**config.mk**
```make
export PLATFORM = sky130hd
export DESIGN_NAME = queue_reader
export DESIGN_NICKNAME = d
export VERILOG_FILES = /design/src/rtl/queue_reader.sv
export SDC_FILE = /design/constraint.sdc
export NUM_CORES = 1
export LEC_CHECK = 0
export ABC_AREA = 1
export BUFFER_PORTS_ARGS = -buffer_cell sky130_fd_sc_hd__buf_2
export CAP_MARGIN = 0
export CELL_PAD_IN_SITES_DETAIL_PLACEMENT = 0
export CELL_PAD_IN_SITES_GLOBAL_PLACEMENT = 1
export CORE_MARGIN = 1.5
export CORE_UTILIZATION = 37
export DETAILED_ROUTE_END_ITERATION = 10
export PLACE_DENSITY_LB_ADDON = 0.12
export SLEW_MARGIN = 20
export SYNTH_ARGS = -nofsm -noshare
export SYNTH_HDL_FRONTEND = slang
export SYNTH_SLANG_ARGS = --single-unit
```
**constraint.sdc**
```tcl
create_clock -name clk_10khz -period 2.9 [get_ports clk_10khz]
set_input_delay 0.29 -clock clk_10khz [delete_from_list [all_inputs] [get_ports clk_10khz]]
set_output_delay 0.29 -clock clk_10khz [all_outputs]
set_load 0.005 [all_outputs]
```
**src/rtl/queue_reader.sv**
```systemverilog
`default_nettype none
// ============================================================================
// Module   : queue_reader
// Purpose  : Dequeue-side consumer of the 8-entry byte queue. Waits for the
//            queue to hold at least THRESHOLD entries, issues a one-cycle
//            dequeue request, captures the returned byte and presents it
//            downstream on a valid/ready handshake. After each completed
//            handshake it stays idle for at least GAP_CYCLES cycles.
// Revision : 1.0 - initial release
// ============================================================================
module queue_reader #(
  parameter int DATA_W     = 8,
  parameter int LEN_W      = 4,
  parameter int THRESHOLD  = 1,
  parameter int GAP_CYCLES = 0,
  parameter int CNT_W      = 8
) (
  input  logic              clk_10khz,
  input  logic              reset_n,
  input  logic              enable,
  input  logic [LEN_W-1:0]  len_in,
  input  logic [DATA_W-1:0] data_in,
  output logic              dequeue_out,
  output logic [DATA_W-1:0] data_out,
  output logic              valid_out,
  input  logic              ready_in,
  output logic              busy_out,
  output logic [CNT_W-1:0]  pop_count_out
);

  // Gap counter is kept at least one bit wide so GAP_CYCLES=0 still builds.
  localparam int c_GAP_W = (GAP_CYCLES > 0) ? $clog2(GAP_CYCLES + 1) : 1;
  localparam logic [c_GAP_W-1:0] c_GAP_LOAD = c_GAP_W'(GAP_CYCLES);
  localparam logic [LEN_W-1:0]   c_THRESH   = LEN_W'(THRESHOLD);

  typedef enum logic [1:0] {
    S_IDLE    = 2'd0,
    S_POP     = 2'd1,
    S_LATCH   = 2'd2,
    S_PRESENT = 2'd3
  } state_t;

  state_t               r_state;
  state_t               w_next;
  logic [DATA_W-1:0]    r_data;
  logic [CNT_W-1:0]     r_count;
  logic [c_GAP_W-1:0]   r_gap;
  logic                 w_handshake;
  logic                 w_gap_busy;

  assign w_handshake = (r_state == S_PRESENT) && ready_in;
  assign w_gap_busy  = (r_gap != '0);

  // State register.
  always_ff @(posedge clk_10khz or negedge reset_n) begin
    if (!reset_n) begin
      r_state <= S_IDLE;
    end else begin
      r_state <= w_next;
    end
  end

  // Next-state logic; the queue length is only looked at while idle.
  always_comb begin
    w_next = r_state;
    case (r_state)
      S_IDLE: begin
        if (!w_gap_busy && enable && (len_in >= c_THRESH)) begin
          w_next = S_POP;
        end
      end
      S_POP: begin
        // A pop against an empty queue returns nothing, so skip the capture.
        if (len_in == '0) begin
          w_next = S_IDLE;
        end else begin
          w_next = S_LATCH;
        end
      end
      S_LATCH:   w_next = S_PRESENT;
      S_PRESENT: begin
        if (ready_in) begin
          w_next = S_IDLE;
        end
      end
      default:   w_next = S_IDLE;
    endcase
  end

  // Byte capture, handshake counter and post-handshake idle gap.
  always_ff @(posedge clk_10khz or negedge reset_n) begin
    if (!reset_n) begin
      r_data  <= '0;
      r_count <= '0;
      r_gap   <= '0;
    end else begin
      if (r_state == S_LATCH) begin
        r_data <= data_in;
      end
      if (w_handshake) begin
        r_count <= r_count + 1'b1;
        r_gap   <= c_GAP_LOAD;
      end else if ((r_state == S_IDLE) && w_gap_busy) begin
        r_gap <= r_gap - 1'b1;
      end
    end
  end

  // Moore outputs decoded straight from the state register.
  assign dequeue_out   = (r_state == S_POP);
  assign valid_out     = (r_state == S_PRESENT);
  assign busy_out      = (r_state != S_IDLE);
  assign data_out      = r_data;
  assign pop_count_out = r_count;

endmodule
`default_nettype wire

```
==> summary.md <==
| Metric | Value |
|---|---|
| Status | finished, final reports clean |
| # hold bufs at CTS | 1 |
| Initial antenna violation count | 0 |
| Combinational Power Share | 0.397 |
| Largest net degree at the start of global routing | 20 |
| Setup-failing EPs final | 0 |
| Clock latency on the worst-skew pair | 290 ps |
| Flops & latches, synth | 19 |
| Worst Max-Slew Pin Slew | 434 ps |
| DRT iter0 DRCs | 7 |
| Gpl congestion | 0.692 |
| # diodes | 0 |
| Mapped Cells | 86 |
| Wire per inst | 10.4 um |
| WL met1 | 742 um |
| Worst hold path type | in2reg |
| Post-route antenna net violation count | 0 |
| WL met2 | 743 um |
| RSZ-0062 raised after global routing | false |
| Syn nets | 103 |
| Slowest stage delay, CP | 460 ps |
| First-pass GRT wire length | 2.77 mm |
| Crit path max-delay cell type | dfrtp_1 |
| Max layer used | met4 |
| Post-DP Area | 1070 um^2 |
| Critical Path Fanout Max | 5 |
| Gr usage total | 0.143 |
| H-tree levels | 1 |
| Die footprint | 2640 um^2 |
| Clock-pin slew on the worst setup and hold paths | 110 ps |
| Share of cells above drive strength 1 | 0.400 |
| Max Clk Rate | 668 MHz |
| Fin crit period | 1500 ps |
| Critical path buffer and inverter count | 1 |
| Worst IR drop on VDD | 0.395 mV |
| Sequential area share after synthesis | 0.548 |
| Flop pwr share | 0.469 |
| Post-route setup TNS | 0 ps |
| Setup CP Type | reg2out |
| Final period util | 0.516 |
| TritonCTS buffer count | 3 |
| Crit path depth | 2 |
| Leakage Power | 0.601 nW |
| R2R cell count | 3 |
| Ports | 35 |
| CTS root buf | clkbuf_4 |
| Nets | 143 |
| Crit path launch type | flop |
| Die H | 51.4 um |
| Fin. Hold Viols | 0 |
| Clock network fraction of total power | 0.134 |
| Drt first pass iters | 4 |
| # DRC | 0 |
| IO buf count | 34 |
| Critical path cell sequence | or2_2 > buf_2 |
| Via density | 4.48 |
| Cts repair resizes | 0 |
| Initial Util | 0.392 |
| Layout fillers | 235 |
| Most common cell after layout, fill and taps aside | buf_2 |
| Slew Limit Fails | 0 |
| Clk_skew | 4.93 ps |
| Post-CTS Setup Bufs | 0 |
| Most frequent cells in the layout | 34 x buf_2, 24 x nand2_1, 19 x dfrtp_1, 12 x inv_1, 8 x mux2_2 |
| Final WL | 1.59 mm |
| Slew headroom | 0.711 |
| Post-Syn Area | 867 um^2 |
| Sw power | 349 uW |
| Warnings, synthesis | 0 |
| Met3 WL post-DR | 88 um |
| Via count | 685 |
| Internal power | 634 uW |
| Power Density | 887 nW/um^2 |
| Average size of a mapped cell | 10.1 um^2 |
| Worst EP required | 2610 ps |
| Delay-heaviest family, CP | flip-flops |
| TritonCTS clock tree | done |
| Die width | 51.4 um |
| Post-synthesis cell type count | 15 |
| Clock Tree Buf Depth | 2 |
| Hpwl dp | 1.20 mm |
| Hold path cells | 2 |
| Site Rows | 17 |
| Floorplan core area | 2210 um^2 |
| Net Sw Frac | 0.355 |
| Critical Path AT | 1210 ps |
| Sinks on Clock Net | 19 |
| Setup crit end kind | output port |
| Total gr overflow | 0 |
| MaxCap Viol Count | 0 |
| Final instance area | 1110 um^2 |
| Vias in the first global route | 652 |
| Layout area overhead | 27.8% |
==> per-layer routing <==
metal  global-route usage  vias to the layer above
li1                     -                      344
met1                0.181                      315
met2                0.222                       24
met3               0.0351                        2
met4               0.0789                        0
met5                    0                        -
==> worst reg2reg max path: stages (launching register included) <==
cell	delay, ps
dfrtp_1	430
inv_1	100
nand2_2	190
mux2_2	360
==> registers in the layout, indices dropped and copies added (netlist names), named ones only <==
register	flops
data_out	8
pop_count_out	8
r_state	1
r_gap	1
==> metrics by stage <==
step | total power, mW | setup WS (ps) | hold WS (ps) | utilization | std cells
floorplan | 0.696 | 1810 | -5.59 | - | 86
global placement | 0.853 | 1730 | 255 | 0.485 | 148
detailed placement | 0.865 | 1710 | 262 | 0.485 | 148
CTS | 1.01 | 1370 | 210 | 0.501 | 153
global route | 1.07 | 1320 | 202 | 0.501 | 153
finish | 0.983 | 1400 | 220 | 0.501 | 153
==> cells by family after synthesis <==
group,share of synthesized area
AOI/OAI and AO/OA,0.00866
xor gates and xnor gates,0.0505
adders and majority gates,0.0144
buffers and inverters,0.0519
DFF,0.548
muxes,0.104
and+or+nand+nor,0.222
==> cell type report <==
cell class	instances	area (um^2)	area share
clock buffers	4	26.3	0.0237
inverters	12	45.0	0.0406
flip-flops and latches	19	475	0.429
repair buffers	35	180	0.163
multi-input cells	55	347	0.313
well taps	28	35.0	0.0316
==> Yosys cell counts <==
master	instances	area, um^2
nand2_2	1	6.26
nand3_1	3	15.0
xnor2_1	2	17.5
nand3_4	1	17.5
mux2_2	8	90.1
xor2_1	3	26.3
nand2_1	24	90.1
or2_2	1	6.26
o21a_1	1	7.51
ha_1	1	12.5
nand4_1	2	12.5
inv_1	12	45.0
nor2_4	2	22.5
dfrtp_1	19	475
nor2_1	6	22.5
==> power groups by stage <==
stage               Combinational, mW  Sequential [mW]  Clock [mW]
detailed placement              0.399            0.466           0
floorplan                       0.230            0.465           0
global route                    0.441            0.480       0.153
finish                          0.391            0.461       0.132
CTS                             0.400            0.462       0.143
global placement                0.391            0.462           0
==> final timing paths <==
check	from	end	slack [ps]
min in group asynchronous	reset_n	pop_count_out[3]$_DFFE_PN0P_	460
setup reg to reg	r_state[0]$_DFFE_PN0P_	data_out[0]$_DFFE_PN0P_	1710
hold / removal	data_in[5]	data_out[5]$_DFFE_PN0P_	220
hold reg to reg	r_gap$_DFFE_PN0P_	r_gap$_DFFE_PN0P_	510
setup / recovery	flop	busy_out	1400
max in group asynchronous	reset_n	r_state[0]$_DFFE_PN0P_	2140
(Power assumes the default switching activity.)
